File: config.mk
export PLATFORM = sky130hd
export DESIGN_NAME = pmod_hash_sequencer
export DESIGN_NICKNAME = d
export VERILOG_FILES = /design/src/rtl/pmod_hash_sequencer.sv
export SDC_FILE = /design/constraint.sdc
export NUM_CORES = 1
export LEC_CHECK = 0
export BUFFER_PORTS_ARGS = -buffer_cell sky130_fd_sc_hd__buf_2
export CORE_AREA = 2 2 155 157
export DETAILED_ROUTE_END_ITERATION = 16
export DIE_AREA = 0 0 157 159
export PLACE_DENSITY_LB_ADDON = 0.25
export SKIP_LAST_GASP = 1
export SLEW_MARGIN = 20
export SYNTH_ARGS = -nofsm -noshare
export SYNTH_HDL_FRONTEND = slang
export SYNTH_SLANG_ARGS = --single-unit
export TNS_END_PERCENT = 20
File: constraint.sdc
create_clock -name clk_io_bus -period 3.58 [get_ports clk_io_bus]
set_input_delay 0.537 -clock clk_io_bus [delete_from_list [all_inputs] [get_ports clk_io_bus]]
set_output_delay 0.537 -clock clk_io_bus [all_outputs]
set_load 0.01 [all_outputs]
File: src/rtl/pmod_hash_sequencer.sv
// Pmod bridge that streams BLAKE2 jobs (config, key block, message, padding)
// to an external hash ASIC and returns the digest bytes it sends back.
module pmod_hash_sequencer #(
    parameter int CONF_N  = 4,
    parameter int BLOCK_N = 64,
    parameter int TIMEOUT = 4096
) (
    input  logic        clk_io_bus,
    input  logic        rst_async,
    input  logic        start_i,
    input  logic [5:0]  key_len_i,
    input  logic [5:0]  hash_len_i,
    input  logic [15:0] msg_len_i,
    input  logic        src_valid_i,
    input  logic [7:0]  src_data_i,
    output logic        src_ready_o,
    output logic [7:0]  data_o,
    output logic [2:0]  data_ctrl_o,
    input  logic [7:0]  hash_i,
    input  logic [1:0]  hash_ctrl_i,
    output logic        res_valid_o,
    output logic [7:0]  res_data_o,
    output logic        res_last_o,
    output logic        busy_o,
    output logic        error_o
);

    typedef enum logic [2:0] {
        S_IDLE, S_CONF, S_DATA, S_PAD, S_WAIT, S_READ
    } state_t;

    localparam int TW = $clog2(TIMEOUT + 1);
    localparam logic [16:0] BLK = 17'(BLOCK_N);
    localparam logic [16:0] CFN = 17'(CONF_N);
    localparam logic [TW-1:0] TMO_LAST = TW'(TIMEOUT - 1);

    // reset asserts immediately, releases two clock edges later
    logic [1:0] rsync_q, rsync_d;
    logic       rst;
    assign rsync_d = {rsync_q[0], 1'b0};
    assign rst     = rsync_q[1];

    always_ff @(posedge clk_io_bus or posedge rst_async) begin
        if (rst_async) rsync_q <= 2'b11;
        else           rsync_q <= rsync_d;
    end

    state_t        state_q, state_d;
    logic [5:0]    kk_q, kk_d, nn_q, nn_d, rcnt_q, rcnt_d;
    logic [15:0]   ll_q, ll_d;
    logic [16:0]   gen_q, gen_d;
    logic [7:0]    data_q, data_d, skid_data_q, skid_data_d;
    logic [2:0]    ctrl_q, ctrl_d;
    logic [1:0]    skid_type_q, skid_type_d;
    logic          skid_valid_q, skid_valid_d;
    logic          src_ready_q, src_ready_d;
    logic [TW-1:0] tmo_q, tmo_d;
    logic          res_valid_q, res_valid_d, res_last_q, res_last_d;
    logic [7:0]    res_data_q, res_data_d;
    logic          busy_q, busy_d, error_q, error_d;

    logic [16:0] p_len, nblk, tot_len, last_start;
    logic        pop, out_free, cur_src, prod, streaming, bad_job;
    logic [7:0]  gbyte, conf_byte;
    logic [1:0]  gtype;

    // bytes of the key block past kk are zero fill, not host data
    function automatic logic need_src(input logic [16:0] g,
                                      input logic [16:0] p,
                                      input logic [5:0]  k);
        logic fill;
        fill = (k != 6'd0) && (g < BLK) && (g >= {11'd0, k});
        return (g < p) && !fill;
    endfunction

    always_comb begin
        p_len      = {1'b0, ll_q} + ((kk_q != 6'd0) ? BLK : 17'd0);
        nblk       = (p_len == 17'd0) ? 17'd1 : (p_len + BLK - 17'd1) / BLK;
        tot_len    = nblk * BLK;
        last_start = tot_len - BLK;
    end

    always_comb begin
        case (gen_q)
            17'd0:   conf_byte = {2'b00, kk_q};
            17'd1:   conf_byte = {2'b00, nn_q};
            17'd2:   conf_byte = ll_q[7:0];
            17'd3:   conf_byte = ll_q[15:8];
            default: conf_byte = 8'h00;
        endcase
    end

    assign pop       = ctrl_q[0] & hash_ctrl_i[0];
    assign out_free  = !ctrl_q[0] || pop;
    assign streaming = (state_q == S_DATA) || (state_q == S_PAD);
    assign cur_src   = need_src(gen_q, p_len, kk_q);
    assign gbyte     = cur_src ? src_data_i : 8'h00;
    assign gtype     = (gen_q >= last_start) ? 2'b10 : 2'b01;
    assign bad_job   = (kk_q > 6'd32) || (nn_q == 6'd0) || (nn_q > 6'd32);
    assign prod      = streaming && (gen_q < tot_len) && !skid_valid_q &&
                       (!cur_src || (src_valid_i && src_ready_q));

    always_comb begin
        state_d      = state_q;
        kk_d         = kk_q;
        nn_d         = nn_q;
        ll_d         = ll_q;
        gen_d        = gen_q;
        data_d       = data_q;
        ctrl_d       = ctrl_q;
        skid_data_d  = skid_data_q;
        skid_type_d  = skid_type_q;
        skid_valid_d = skid_valid_q;
        tmo_d        = tmo_q;
        rcnt_d       = rcnt_q;
        res_valid_d  = 1'b0;
        res_data_d   = res_data_q;
        res_last_d   = 1'b0;
        error_d      = error_q;
        case (state_q)
            S_IDLE: begin
                if (start_i) begin
                    kk_d    = key_len_i;
                    nn_d    = hash_len_i;
                    ll_d    = msg_len_i;
                    gen_d   = '0;
                    error_d = 1'b0;
                    state_d = S_CONF;
                end
            end
            S_CONF: begin
                if (bad_job) begin
                    error_d = 1'b1;
                    state_d = S_IDLE;
                end else if (out_free) begin
                    if (gen_q < CFN) begin
                        data_d = conf_byte;
                        ctrl_d = 3'b001;
                        gen_d  = gen_q + 17'd1;
                    end else begin
                        ctrl_d  = 3'b000;
                        gen_d   = '0;
                        state_d = S_DATA;
                    end
                end
            end
            S_DATA, S_PAD: begin
                if (out_free) begin
                    if (skid_valid_q) begin
                        data_d       = skid_data_q;
                        ctrl_d       = {skid_type_q, 1'b1};
                        skid_valid_d = 1'b0;
                    end else if (prod) begin
                        data_d = gbyte;
                        ctrl_d = {gtype, 1'b1};
                    end else begin
                        ctrl_d = 3'b000;
                    end
                end else if (prod) begin
                    skid_data_d  = gbyte;
                    skid_type_d  = gtype;
                    skid_valid_d = 1'b1;
                end
                if (prod) gen_d = gen_q + 17'd1;
                if (gen_d == tot_len && !ctrl_d[0] && !skid_valid_d) begin
                    tmo_d   = '0;
                    state_d = S_WAIT;
                end else if (state_q == S_DATA && gen_d >= p_len &&
                             p_len != tot_len) begin
                    state_d = S_PAD;
                end
            end
            S_WAIT, S_READ: begin
                if (hash_ctrl_i[1]) begin
                    res_valid_d = 1'b1;
                    res_data_d  = hash_i;
                    tmo_d       = '0;
                    if (state_q == S_WAIT) begin
                        res_last_d = (nn_q == 6'd1);
                        rcnt_d     = 6'd1;
                    end else begin
                        res_last_d = (rcnt_q == nn_q - 6'd1);
                        rcnt_d     = rcnt_q + 6'd1;
                    end
                    state_d = res_last_d ? S_IDLE : S_READ;
                end else if (tmo_q == TMO_LAST) begin
                    error_d = 1'b1;
                    state_d = S_IDLE;
                end else begin
                    tmo_d = tmo_q + TW'(1);
                end
            end
            default: state_d = S_IDLE;
        endcase
        if (hash_ctrl_i[1] && state_q != S_WAIT && state_q != S_READ)
            error_d = 1'b1;
        busy_d      = (state_d != S_IDLE);
        src_ready_d = ((state_d == S_DATA) || (state_d == S_PAD)) &&
                      !skid_valid_d && need_src(gen_d, p_len, kk_q);
    end

    always_ff @(posedge clk_io_bus or posedge rst) begin
        if (rst) begin
            state_q      <= S_IDLE;
            kk_q         <= '0;
            nn_q         <= '0;
            ll_q         <= '0;
            gen_q        <= '0;
            data_q       <= '0;
            ctrl_q       <= '0;
            skid_data_q  <= '0;
            skid_type_q  <= '0;
            skid_valid_q <= 1'b0;
            src_ready_q  <= 1'b0;
            tmo_q        <= '0;
            rcnt_q       <= '0;
            res_valid_q  <= 1'b0;
            res_data_q   <= '0;
            res_last_q   <= 1'b0;
            busy_q       <= 1'b0;
            error_q      <= 1'b0;
        end else begin
            state_q      <= state_d;
            kk_q         <= kk_d;
            nn_q         <= nn_d;
            ll_q         <= ll_d;
            gen_q        <= gen_d;
            data_q       <= data_d;
            ctrl_q       <= ctrl_d;
            skid_data_q  <= skid_data_d;
            skid_type_q  <= skid_type_d;
            skid_valid_q <= skid_valid_d;
            src_ready_q  <= src_ready_d;
            tmo_q        <= tmo_d;
            rcnt_q       <= rcnt_d;
            res_valid_q  <= res_valid_d;
            res_data_q   <= res_data_d;
            res_last_q   <= res_last_d;
            busy_q       <= busy_d;
            error_q      <= error_d;
        end
    end

    assign src_ready_o = src_ready_q;
    assign data_o      = data_q;
    assign data_ctrl_o = ctrl_q;
    assign res_valid_o = res_valid_q;
    assign res_data_o  = res_data_q;
    assign res_last_o  = res_last_q;
    assign busy_o      = busy_q;
    assign error_o     = error_q;

endmodule

==> out/results.md, run 1 <==
| Metric | This run | Unit |
| --- | --- | --- |
| CP max stage cell | sky130_fd_sc_hd__or4_4 | - |
| CTS H-tree lvls | 3 | - |
| Top-level port count | 74 | - |
| Horiz. Die Dim | 157 | um |
| CP endpoint kind | flop | - |
| Routed length on met3 | 1510 | um |
| Final cell count without fillers | 1646 | - |
| Share of total power consumed by net switching | 44.8 | % |
| Area growth from synthesis to layout | 37.0 | % |
| Clk sink count | 104 | - |
| Violations in the final reports | negative setup slack | - |
| Total Routed Length | 28700 | um |
| Critical Path Start Type | flop | - |
| Detailed router's first-iteration violation count | 629 | - |
| Root buf cell | sky130_fd_sc_hd__clkbuf_16 | - |
| Iteration count of the initial detailed-routing pass | 5 | - |
| Number of failing hold endpoints at the final stage | 0 | - |
| Placed Cells incl. Taps | 1613 | - |
| Clock tree buffer depth | 2 | - |
| First-pass GRT wire length | 45600 | um |
| Post-synth net total | 1165 | - |
| Via count of the first global-routing pass | 8460 | - |
| Worst min-delay path class | in -> async | - |
| Total number of nets in the final design | 1466 | - |
| Residual overflow from global routing | 0 | - |
| Tightest hold margin | 191 | ps |
| Fin crit share | 185 | % |
| Die area | 25000 | um^2 |
| Total power divided by cell area | 870 | nW/um^2 |
| Worst reg-to-reg setup slack | -3040 | ps |
| Max-cap violation count | 0 | - |
| Routed length per placed instance | 17.5 | um |
| R2R depth | 29 | - |
| Top metal layer carrying routed signals | met4 | - |
| Total clock buffers created by CTS | 9 | - |
| Switching power total | 4.66 | mW |
| Data arrival, critical path | 6880 | ps |
| Slew Limit Fails | 0 | - |
| FF-to-FF End | src_ready_o | - |
| Global placement routability congestion | 0.943 | - |
| Std-Cell Rows | 56 | - |
| Yosys warning count | 0 | - |
| Outcome | complete, but fails checks | - |
| Crit Path Category | reg -> reg | - |
| Total vias in the final route | 8714 | - |
| Portion of total power attributed to sequential cells | 16.7 | % |
| Share of synthesized area occupied by flip-flops and latches | 29.9 | % |
| F_max | 151 | MHz |
| Critical path peak fanout | 8 | - |
| Clk pwr share | 9.4 | % |
| Initial antenna violation count | 0 | - |
| Number of enable-type register cells in the synthesized netlist | 0 | - |
| Effective utilization at floorplan | 37.6 | % |
| Length of routed wiring on met1 | 14200 | um |
| Min Tclk post-route | 6620 | ps |
| Die Y-Extent | 159 | um |
| Combinational power share | 74.0 | % |
| Synthesized area | 8730 | um^2 |
| Clock skew after layout | 10.2 | ps |
| Async set or reset register ratio after synthesis | 100 | % |
| Max transition margin | 39.6 | % |
| Total of flip-flops plus latches after synthesis | 104 | - |
| Share of layout cells above drive strength 1 | 35.2 | % |
| Syn avg cell area | 8.54 | um^2 |
| Final setup margin | -3040 | ps |
| Data required time at the worst endpoint | 3840 | ps |
| TritonCTS clock tree | built | - |
| Most frequently used flop master after synthesis | sky130_fd_sc_hd__dfrtp_1 | - |
| Clk_lat worst skew | 360 | ps |
| Total routing resource utilization after global routing | 23.3 | % |
| Pin count of the biggest net entering global routing | 71 | - |
| Maximum resistive drop on vdd | 0.392 | mV |
| Vias per std cell | 5.29 | - |
| Final Setup Violations | 57 | - |
| Transition at the pin with the smallest max-transition slack | 906 | ps |
| Number of distinct library cells after synthesis | 98 | - |
| Internal | 5.74 | mW |
| DRC violations left | 0 | - |
| Clock Pin Slew Worst Setup and Hold Paths | 70 | ps |
| Core area | 23200 | um^2 |
| RSZ-0062 raised after global routing | true | - |
| Routed wl met2 | 12500 | um |
| Critical path's largest stage delay | 530 | ps |
| # port buffers | 73 | - |
| Detail Placement HPWL | 22800 | um |
| Leakage power summed over all cells | 5.86 | nW |
| Instance count of the mapped netlist | 1022 | - |
| # diodes | 0 | - |
| Reg-to-reg startpoint | kk_q[3] | - |
| Number of antenna-violating nets in the routed design | 0 | - |
kinds of logic (layout without fill, tap and decap cells):
family | after synthesis | after routing | share of synthesized area [%]
and+or+nand+nor | 388 | 388 | 22.3
muxes | 20 | 20 | 2.52
AOI/OAI and AO/OA | 267 | 267 | 20.1
other | 1 | 1 | 0.0430
xor gates and xnor gates | 54 | 54 | 6.93
DFF | 104 | 104 | 29.9
buffers and inverters | 95 | 400 | 4.92
adders and majority gates | 93 | 93 | 13.3
area by class of cell:
cell class                 count  area (um^2)
fill                        2191        11200
multi-input combinational    823         6060
sequential                   104         2610
timing repair buffer         336         2420
tap                          319          399
clock buffer                   9          225
inverter                      49          186
clock inverter                 6         56.3
worst max-delay path: cells and delay by family (launching register included):
| kind | cells | cell delay (ps) |
|---|---|---|
| AOI/OAI and AO/OA | 11 | 2150 |
| and+or+nand+nor | 7 | 2050 |
| adders and majority gates | 3 | 740 |
| DFF | 1 | 380 |
| buffers and inverters | 6 | 780 |
| xor gates and xnor gates | 2 | 410 |
sequential cells by signal (all words and copies together) (netlist names), 8 cells and up:
register and flops:
gen_q 17, ll_q 16, tmo_q 13, data_o 8, res_data_o 8, skid_data_q 8
power groups by stage:
stage / clock network (mW) / registers [mW] / logic [mW]
final: 0.977 / 1.73 / 7.69
after global routing: 1.04 / 1.78 / 8.37
after CTS: 1.00 / 1.73 / 7.47
after detailed placement: 0 / 1.75 / 7.09
after global placement: 0 / 1.74 / 7.04
after floorplan: 0 / 1.78 / 4.00
cell usage in the layout (no fill, tap or decap), types with 6 or more instances in the layout:
master | netlist | final
sky130_fd_sc_hd__clkbuf_16 | 0 | 10
sky130_fd_sc_hd__buf_4 | 1 | 249
sky130_fd_sc_hd__or4_1 | 9 | 6
sky130_fd_sc_hd__mux2_2 | 16 | 16
sky130_fd_sc_hd__or3_1 | 13 | 13
sky130_fd_sc_hd__nand3_1 | 35 | 33
sky130_fd_sc_hd__ha_1 | 93 | 89
sky130_fd_sc_hd__nand2_1 | 153 | 151
sky130_fd_sc_hd__o21a_1 | 6 | 6
sky130_fd_sc_hd__xnor2_1 | 34 | 30
sky130_fd_sc_hd__xor2_1 | 11 | 9
sky130_fd_sc_hd__nor2_1 | 52 | 51
sky130_fd_sc_hd__buf_6 | 8 | 11
sky130_fd_sc_hd__nand2b_1 | 6 | 6
sky130_fd_sc_hd__o21ai_0 | 77 | 71
sky130_fd_sc_hd__o31ai_1 | 6 | 6
sky130_fd_sc_hd__buf_2 | 4 | 73
sky130_fd_sc_hd__a22oi_1 | 17 | 17
sky130_fd_sc_hd__a31oi_1 | 6 | 6
sky130_fd_sc_hd__a21oi_1 | 49 | 45
sky130_fd_sc_hd__nor2b_1 | 11 | 9
sky130_fd_sc_hd__o21ai_2 | 0 | 8
sky130_fd_sc_hd__nand4_1 | 23 | 23
sky130_fd_sc_hd__nor4_1 | 12 | 11
sky130_fd_sc_hd__and2_1 | 7 | 7
sky130_fd_sc_hd__o211ai_1 | 13 | 13
sky130_fd_sc_hd__inv_1 | 48 | 46
sky130_fd_sc_hd__dfrtp_1 | 102 | 102
sky130_fd_sc_hd__a21o_1 | 21 | 21
sky130_fd_sc_hd__a211oi_1 | 11 | 8
sky130_fd_sc_hd__nor3_1 | 25 | 19
per-stage QoR:
stage	worst slack, ps	instance area (um^2)	utilization, %	TNS [ps]	total power [mW]
2_1_floorplan	-3070	8830	-	-84870	5.77
3_3_place_gp	-3090	11200	48.3	-100890	8.78
3_5_place_dp	-3240	11200	48.3	-104350	8.84
4_1_cts	-2960	11800	50.8	-101950	10.2
5_1_grt	-3340	12000	51.6	-116450	11.2
6_report	-3040	12000	51.6	-103620	10.4
cell usage after synthesis (8+ instances only):
master	number	share of area, %
sky130_fd_sc_hd__a21oi_1	49	2.8
sky130_fd_sc_hd__inv_1	48	2.1
sky130_fd_sc_hd__mux2_2	16	2.1
sky130_fd_sc_hd__nand2_1	153	6.6
sky130_fd_sc_hd__nor4_1	12	0.86
sky130_fd_sc_hd__nand3_1	35	2.0
sky130_fd_sc_hd__buf_6	8	1.0
sky130_fd_sc_hd__o211ai_1	13	1.1
sky130_fd_sc_hd__clkbuf_1	30	1.3
sky130_fd_sc_hd__or4_1	9	0.77
sky130_fd_sc_hd__a211oi_1	11	0.95
sky130_fd_sc_hd__a21o_1	21	1.8
sky130_fd_sc_hd__a22oi_1	17	1.5
sky130_fd_sc_hd__nor3_1	25	1.4
sky130_fd_sc_hd__ha_1	93	13
sky130_fd_sc_hd__dfrtp_1	102	29
sky130_fd_sc_hd__nor2b_1	11	0.79
sky130_fd_sc_hd__xor2_1	11	1.1
sky130_fd_sc_hd__o21ai_0	77	4.4
sky130_fd_sc_hd__nand4_1	23	1.6
sky130_fd_sc_hd__nor2_1	52	2.2
sky130_fd_sc_hd__xnor2_1	34	3.4
sky130_fd_sc_hd__or3_1	13	0.93
repair_timing:
action | in CTS | in global routing
buffers inserted | 12 | 7
resized for setup | 38 | 33
endpoints found under the setup margin | 57 | 57
gates cloned | 1 | 0
pin swaps | 22 | 37
hold buffers | 0 | 0
worst max path at each step:
stage | startpoint | to | slack [ps] | depth (start not counted)
4_1_cts | kk_q[0] | src_ready_o | -2960 | 32
3_5_place_dp | kk_q[0] | src_ready_o | -3240 | 31
2_1_floorplan | kk_q[0] | src_ready_o | -3070 | 32
6_report | kk_q[3] | src_ready_o | -3040 | 29
5_1_grt | kk_q[3] | src_ready_o | -3340 | 29
3_3_place_gp | kk_q[0] | src_ready_o | -3090 | 31
metal layers:
layer	track usage, %	up-vias
li1	-	4313
met1	34.6	4105
met2	35.9	269
met3	2.67	27
met4	5.80	0
met5	0	-
Power figures use the tool's default switching activity.
==> inputs of run 2 (changes only) <==
--- a/config.mk
+++ b/config.mk
@@ -5,10 +5,11 @@
 export SDC_FILE = /design/constraint.sdc
 export NUM_CORES = 1
 export LEC_CHECK = 0
+export ABC_AREA = 1
 export BUFFER_PORTS_ARGS = -buffer_cell sky130_fd_sc_hd__buf_2
-export CORE_AREA = 2 2 155 157
+export CORE_AREA = 2 2 156 158
 export DETAILED_ROUTE_END_ITERATION = 16
-export DIE_AREA = 0 0 157 159
+export DIE_AREA = 0 0 158 160
 export PLACE_DENSITY_LB_ADDON = 0.25
 export SKIP_LAST_GASP = 1
 export SLEW_MARGIN = 20
==> run 2 against run 1 <==
  * The flow still finishes with violations (negative setup slack)
  * Synthesized cell count rose by 24%
  * Critical endpoint unchanged
  * Critical path type unchanged
  * Highest routed layer unchanged
  * Largest cell class unchanged
  * Worst hold slack got worse by 13 ps
  * Critical path depth rose by 10
  * Clock skew rose by 5.9 ps
  * Sequential cell count did not move
  * Register-to-register slack improved by 1100 ps
  * Final cell count rose by 16%
  * Power rose by 18%
  * Sequential share of layout area fell by 0.098 points
  * Sequential power rose by 15%
  * Area after synthesis rose by 1.2%
==> out/results.md, run 2 <==
| Metric | This run | Unit | Change |
| --- | --- | --- | --- |
| Worst setup path startpoint | kk_q[0] | - |  |
| Number of enable-type register cells in the synthesized netlist | 0 | - | unchanged |
| Met2 capacity usage during global routing | 38.8 | % | +2.8 points |
| Initial antenna violation count | 0 | - | unchanged |
| CP max stage cell | sky130_fd_sc_hd__dfrtp_1 | - |  |
| Final Setup Violations | 57 | - | unchanged |
| Total vias in the final route | 9681 | - | +11% |
| Std-Cell Rows | 57 | - | +1.8% |
| Routed length per placed instance | 15.9 | um | -9.0% |
| Root buf cell | sky130_fd_sc_hd__clkbuf_16 | - |  |
| Data required time at the worst endpoint | 3880 | ps | +40 ps |
| Largest Register | gen_q | - |  |
| Final setup margin | -1900 | ps | +1140 ps |
| Number of buffers added to fix hold violations after cts | 0 | - | unchanged |
| GR Layer Usage met3 | 4.94 | % | +2.3 points |
| Most used cell along the critical path | sky130_fd_sc_hd__nor2_2 | - |  |
| Pin count of the biggest net entering global routing | 61 | - | -14% |
| Number of inserted filler cells in the final layout | 2371 | - | +8.2% |
| TritonCTS clock tree | built | - |  |
| Max-cap violation count | 0 | - | unchanged |
| Number of flip-flops in the largest register | 17 | - | unchanged |
| Via count of the first global-routing pass | 9346 | - | +10% |
| Detail Placement HPWL | 24300 | um | +6.4% |
| Post-layout power | 12.2 | mW | +18% |
| Number of antenna-violating nets in the routed design | 0 | - | unchanged |
| Synth cell count leaders | sky130_fd_sc_hd__nand2_1, sky130_fd_sc_hd__inv_1, sky130_fd_sc_hd__dfrtp_1 | - |  |
| Clock tree buffer depth | 2 | - | unchanged |
| Total number of nets in the final design | 1723 | - | +18% |
| Total routing resource utilization after global routing | 24.3 | % | +1.0 points |
| Met1 GRT Util | 33.9 | % | -0.79 points |
| Share of layout cells above drive strength 1 | 27.5 | % | -7.7 points |
| FF-to-FF End | src_ready_o | - |  |
| Clk sink count | 104 | - | unchanged |
| Max transition margin | 47.3 | % | +7.7 points |
| Highest-count cells in the layout ignoring fill and taps | sky130_fd_sc_hd__nand2_1, sky130_fd_sc_hd__buf_4, sky130_fd_sc_hd__inv_1 | - |  |
| Detailed router's first-iteration violation count | 582 | - | -7.5% |
| Share of synthesized area occupied by flip-flops and latches | 29.5 | % | -0.36 points |
| Total power divided by cell area | 1020 | nW/um^2 | +17% |
| Horiz. Die Dim | 158 | um | +0.64% |
| Total clock buffers created by CTS | 9 | - | unchanged |
| Endpoint of the most critical setup path | src_ready_o | - |  |
| Die Y-Extent | 160 | um | +0.63% |
| Data arrival, critical path | 5780 | ps | -1100 ps |
| F_max | 183 | MHz | +21% |
| Accumulated negative setup slack | -57820 | ps | +45800 ps |
| DRC violations left | 0 | - | unchanged |
| Maximum resistive drop on vdd | 0.366 | mV | -6.6% |
| Cell types occupying the most area after synthesis | sky130_fd_sc_hd__dfrtp_1, sky130_fd_sc_hd__nand2_1, sky130_fd_sc_hd__ha_1 | - |  |
| Post-place setup slack | -1720 | ps | +1520 ps |
| Residual overflow from global routing | 0 | - | unchanged |
| Total Routed Length | 30300 | um | +5.6% |
| Worst min-delay path class | in -> async | - |  |
| Total of flip-flops plus latches after synthesis | 104 | - | unchanged |
| CP endpoint kind | flop | - |  |
| Leakage power summed over all cells | 6.19 | nW | +5.5% |
| Reg-to-reg startpoint | kk_q[0] | - |  |
| Clk_lat worst skew | 370 | ps | about the same |
| Crit Path Category | reg -> reg | - |  |
| Global placement routability congestion | 0.929 | - | -1.5% |
| Largest delay contributor family on the critical path | simple AND/OR/NAND/NOR gates | - |  |
| Worst reg-to-reg setup slack | -1900 | ps | +1140 ps |
| Clock Pin Slew Worst Setup and Hold Paths | 90 | ps | +20 ps |
| Top-level port count | 74 | - | unchanged |
| Critical Path Start Type | flop | - |  |
| Die area | 25300 | um^2 | +1.3% |
| GRT Max-Usage Layer | met2 | - |  |
| Min Tclk post-route | 5480 | ps | -1140 ps |
| Buffers plus inverters on the worst setup path | 2 | - | -4 |
| Async set or reset register ratio after synthesis | 100 | % | unchanged |
| Outcome | complete, but fails checks | - |  |
| Effective utilization at floorplan | 37.1 | % | -0.54 points |
| Clock skew after layout | 16.1 | ps | +5.90 ps |
| Number of distinct library cells after synthesis | 53 | - | -46% |
| Instance count of the mapped netlist | 1271 | - | +24% |
| Area growth from synthesis to layout | 36.0 | % |  |
| Synthesized area | 8830 | um^2 | +1.2% |
| Transition at the pin with the smallest max-transition slack | 790 | ps | -116 ps |
| Depth of the critical timing path with buffers and inverters included | 39 | - | +34% |
| # diodes | 0 | - | unchanged |
| Yosys warning count | 0 | - | unchanged |
| Vias per std cell | 5.07 | - | -4.2% |
| Critical path peak fanout | 5 | - | -3 |
| # port buffers | 73 | - | unchanged |
| Most frequently used flop master after synthesis | sky130_fd_sc_hd__dfrtp_1 | - |  |
| First-pass GRT wire length | 48300 | um | +5.9% |
| Fin crit share | 153 | % | -32 points |
| Critical path's largest stage delay | 400 | ps | -130 ps |
| Share of the synthesized area in the top cell type | 28.9 | % | -0.36 points |
| Tightest hold margin | 178 | ps | -12.6 ps |
| Most frequent standard cell in the layout excluding fill and tap cells | sky130_fd_sc_hd__nand2_1 | - |  |
| Post-synth net total | 1414 | - | +21% |
| RSZ-0062 raised after global routing | true | - |  |
| Slew Limit Fails | 0 | - | unchanged |
| CTS H-tree lvls | 3 | - | unchanged |
| Core area | 23800 | um^2 | +2.7% |
| Number of failing hold endpoints at the final stage | 0 | - | unchanged |
| Syn avg cell area | 6.95 | um^2 | -19% |
| R2R depth | 39 | - | +34% |
| Cell type contributing the most total cell area after synthesis | sky130_fd_sc_hd__dfrtp_1 | - |  |
| Final core utilization | 50.4 | % | -1.1 points |
| Iteration count of the initial detailed-routing pass | 5 | - | unchanged |
| Largest registers | gen_q (17), ll_q (16), tmo_q (13) | - |  |
| Most numerous cell in the Yosys netlist | sky130_fd_sc_hd__nand2_1 | - |  |
| Violations in the final reports | negative setup slack | - |  |
[run 2: changes by cell type after synthesis, moves of 16 or more]
| cell | delta |
|---|---|
| sky130_fd_sc_hd__inv_1 | +112 |
| sky130_fd_sc_hd__nand2_2 | +18 |
| sky130_fd_sc_hd__nand3_1 | +54 |
| sky130_fd_sc_hd__xnor2_1 | -30 |
| sky130_fd_sc_hd__nor2_1 | +45 |
| sky130_fd_sc_hd__mux2_2 | -16 |
| sky130_fd_sc_hd__a21o_1 | -19 |
| sky130_fd_sc_hd__a22oi_1 | -17 |
| sky130_fd_sc_hd__xor2_1 | +16 |
| sky130_fd_sc_hd__nand2_1 | +199 |
[run 2: layout make-up]
type                    count  area (um^2)  area share [%]
flip-flops and latches    104         2610            21.7
inverters                 165          624            5.20
clock inverters             6         61.3           0.510
clock buffers              10          229            1.91
repair buffers            329         2320            19.3
well taps                 324          405            3.38
multi-input cells         971         5760            48.0
[run 2: timing repair]
item / 4_1_cts / 5_1_grt
endpoints found under the hold margin: 0 / 0
endpoints found under the setup margin: 57 / 57
gates resized for setup: 3 / 52
cloned: 0 / 1
pin swaps: 1 / 32
buffers inserted: 1 / 10
[run 2: how the worst min path moves through the flow]
stage	endpoint	slack, ps	cells past startpoint
finish	rsync_q[0]	180	2
global route	rsync_q[0]	190	2
CTS	rsync_q[0]	180	2
detailed placement	rsync_q[1]	350	0
global placement	rsync_q[1]	350	0
floorplan	rsync_q[1]	350	0
[run 2: logic make-up after synthesis]
| kind of cell | synth area share (%) |
|---|---|
| xor+xnor | 3.07 |
| buf+inv | 8.74 |
| compound gates | 14.5 |
| fa+ha+maj | 13.2 |
| flops | 29.5 |
| other cells | 0.0425 |
| simple gates | 31.0 |
[run 2: power by group]
group	internal, mW	switching, mW
clock network	0.491	0.513
logic	4.14	5.10
registers	1.60	0.397
[run 2: worst register-to-register path, delay by kind of cell, from the launching register on]
family                     cells  cell delay (ps)
buffers and inverters          2              150
adders and majority gates      3              820
and+or+nand+nor               25             2690
AOI/OAI and AO/OA              8             1210
DFF                            1              400
xor gates and xnor gates       1              140
[run 2: per-layer routing]
metal | part of all wire [%] | wire length [um]
met3 | 6.0 | 1830
met4 | 2.3 | 698
met5 | 0 | 0
met1 | 46 | 14000
met2 | 46 | 13800
[run 2: stage by stage]
step	cell area [um^2]	cells
3_5_place_dp	11400	1881
4_1_cts	11700	1898
2_1_floorplan	8940	1271
5_1_grt	12000	1909
3_3_place_gp	11400	1881
6_report	12000	1909
==> inputs of run 3 (changes only) <==
==> constraint.sdc (replaced) <==
create_clock -name clk_io_bus -period 3.58 [get_ports clk_io_bus]
set_input_delay 0 -clock clk_io_bus [delete_from_list [all_inputs] [get_ports clk_io_bus]]
set_output_delay 0 -clock clk_io_bus [all_outputs]
set_load 0.01 [all_outputs]
==> run 3 against run 2 <==
  * The run still ends with negative setup slack left
  * Sequential power about the same
  * Non-clock buffer count increased by 53
  * First-iteration DRC count increased by 8.4%
  * Core utilization increased by 3.6 points
  * Highest routed layer unchanged
  * Critical endpoint unchanged
==> out/results.md, run 3 (same netlist as run 2, synthesis figures left out) <==
| Metric | This run | Unit | Change |
| --- | --- | --- | --- |
| Number of flip-flops in the largest register | 17 | - | unchanged |
| Clk_lat worst skew | 370 | ps | about the same |
| Pin count of the biggest net entering global routing | 56 | - | -8.2% |
| Area growth from synthesis to layout | 45.7 | % |  |
| Number of failing hold endpoints at the final stage | 0 | - | unchanged |
| # diodes | 0 | - | unchanged |
| Critical Path Start Type | flop | - |  |
| Residual overflow from global routing | 0 | - | unchanged |
| Detailed router's first-iteration violation count | 631 | - | +8.4% |
| Tightest hold margin | 52.0 | ps | -126 ps |
| DRC violations left | 0 | - | unchanged |
| Horiz. Die Dim | 158 | um | unchanged |
| Total vias in the final route | 9993 | - | +3.2% |
| Data arrival, critical path | 5630 | ps | -150 ps |
| Root buf cell | sky130_fd_sc_hd__clkbuf_16 | - |  |
| Initial antenna violation count | 0 | - | unchanged |
| Core area | 23800 | um^2 | unchanged |
| Crit Path Category | reg -> reg | - |  |
| Total Routed Length | 31700 | um | +4.4% |
| Total routing resource utilization after global routing | 25.2 | % | +0.88 points |
| Clock tree buffer depth | 2 | - | unchanged |
| Critical path's largest stage delay | 390 | ps | about the same |
| Total clock buffers created by CTS | 9 | - | unchanged |
| F_max | 187 | MHz | +2.7% |
| Total number of nets in the final design | 1776 | - | +3.1% |
| Iteration count of the initial detailed-routing pass | 5 | - | unchanged |
| Total power divided by cell area | 1000 | nW/um^2 | -1.5% |
| Violations in the final reports | negative setup slack | - |  |
| Largest Register | gen_q | - |  |
| Slew Limit Fails | 0 | - | unchanged |
| Area taken by multi-input logic gates | 6040 | um^2 | +4.8% |
| Global placement routability congestion | 0.949 | - | +2.2% |
| Effective utilization at floorplan | 37.1 | % | unchanged |
| Number of antenna-violating nets in the routed design | 0 | - | unchanged |
| RSZ-0062 raised after global routing | true | - |  |
| Transition at the pin with the smallest max-transition slack | 820 | ps | +30.0 ps |
| Clock Pin Slew Worst Setup and Hold Paths | 80 | ps | about the same |
| Most frequent standard cell in the layout excluding fill and tap cells | sky130_fd_sc_hd__nand2_1 | - |  |
| Critical path peak fanout | 7 | - | +2 |
| Final setup margin | -1760 | ps | +144 ps |
| Clk sink count | 104 | - | unchanged |
| Worst reg-to-reg setup slack | -1760 | ps | +140 ps |
| Share of layout cells above drive strength 1 | 29.7 | % | +2.2 points |
| Post-layout power | 12.9 | mW | +5.6% |
| Placement-stage cell area | 11400 | um^2 | +0.35% |
| Highest-count cells in the layout ignoring fill and taps | sky130_fd_sc_hd__nand2_1, sky130_fd_sc_hd__buf_4, sky130_fd_sc_hd__inv_1 | - |  |
| Fin crit share | 149 | % | -4.0 points |
| TritonCTS clock tree | built | - |  |
| # port buffers | 73 | - | unchanged |
| Accumulated negative setup slack | -50100 | ps | +7720 ps |
| Post-route cell area | 12900 | um^2 | +7.1% |
| Top-level port count | 74 | - | unchanged |
| Die area | 25300 | um^2 | unchanged |
| Post-place setup slack | -1840 | ps | -118 ps |
| Die Y-Extent | 160 | um | unchanged |
| Data required time at the worst endpoint | 3870 | ps | about the same |
| Min Tclk post-route | 5340 | ps | -144 ps |
| Detail Placement HPWL | 24400 | um | +0.41% |
| Leakage power summed over all cells | 6.45 | nW | +4.3% |
| Final Setup Violations | 57 | - | unchanged |
| Std-Cell Rows | 57 | - | unchanged |
| CP max stage cell | sky130_fd_sc_hd__dfrtp_1 | - |  |
| Worst min-delay path class | in -> reg | - |  |
| Maximum resistive drop on vdd | 0.370 | mV | +0.97% |
| CTS H-tree lvls | 3 | - | unchanged |
| Max-cap violation count | 0 | - | unchanged |
| Largest registers | gen_q (17), ll_q (16), tmo_q (13) | - |  |
| Routed length per placed instance | 16.1 | um | +1.6% |
| CP endpoint kind | flop | - |  |
| Clock skew after layout | 18.2 | ps | +2.09 ps |
| Vias per std cell | 5.09 | - | +0.43% |
| First-pass GRT wire length | 50000 | um | +3.6% |
| Area taken by flip-flops and latches | 2610 | um^2 | unchanged |
| Max transition margin | 45.2 | % | -2.1 points |
| Outcome | complete, but fails checks | - |  |
| Number of inserted filler cells in the final layout | 2293 | - | -3.3% |
| Via count of the first global-routing pass | 9559 | - | +2.3% |
==> run 3: cell types whose count changed in the layout (fill, tap and decap cells not counted), moves of 4 or more <==
cell	change
sky130_fd_sc_hd__a21oi_1	-7
sky130_fd_sc_hd__a21oi_2	+7
sky130_fd_sc_hd__buf_6	+8
sky130_fd_sc_hd__dlygate4sd3_1	+45
sky130_fd_sc_hd__ha_1	-6
sky130_fd_sc_hd__ha_4	+7
sky130_fd_sc_hd__inv_1	-5
sky130_fd_sc_hd__inv_2	+5
sky130_fd_sc_hd__nand2_1	-14
sky130_fd_sc_hd__nand2_2	+13
sky130_fd_sc_hd__nand3_1	-4
==> run 3: final timing paths <==
check | start | to | cells after the start
hold reg to reg | rsync_q[1] | skid_data_q[1] | 1
hold / removal | hash_ctrl_i[1] | rcnt_q[0] | 4
max in group asynchronous | rsync_q[1] | gen_q[10] | 2
setup / recovery | kk_q[0] | src_ready_o | 36
setup reg to reg | kk_q[0] | src_ready_o | 36
min in group asynchronous | rst_async | rsync_q[0] | 3
==> run 3: area by class of cell <==
class / count / area share [%]
Inverter: 165 / 4.85
Clock inverter: 6 / 0.671
Timing Repair Buffer: 382 / 22.4
Multi-Input combinational cell: 971 / 46.9
Clock buffer: 10 / 1.78
Sequential cell: 104 / 20.2
Tap cell: 324 / 3.15
==> run 3: through the flow <==
step / cells / util [%]
finish: 1962 / 54.0
global route: 1962 / 54.0
CTS: 1955 / 52.0
detailed placement: 1883 / 48.0
global placement: 1883 / 48.0
floorplan: 1271 / -
==> run 3: per-layer routing <==
layer  share of wire [%]  up-vias  GRT usage (%)
met3                 6.5       70           3.12
met2                  46      342           40.2
met1                  45     4643           35.7
li1                    -     4938              -
met5                   0        -              0
met4                 2.8        0           7.58
==> run 3: worst max-delay path: cells and delay by family, from the launching register on <==
family	cells	cell delay [ps]
AND/OR/NAND/NOR	20	2290
AO/OA/AOI/OAI	8	1270
adder cells (fa/ha/maj)	3	700
buffers and inverters	4	450
flip-flops	1	390
XOR/XNOR	1	150
==> run 3: what timing repair did <==
action | in CTS | in global routing
hold buffers | 45 | 0
pin swaps | 6 | 40
endpoints found under the hold margin | 46 | 0
setup buffers | 10 | 8
gates resized for setup | 22 | 97
endpoints found under the setup margin | 57 | 57
cloned | 1 | 0
==> run 3: power by group <==
group          switching, mW  total, mW  internal (mW)
Sequential             0.413       2.01           1.60
Clock                  0.528       1.09          0.564
Combinational           5.39       9.82           4.43
Total                   6.33       12.9           6.59
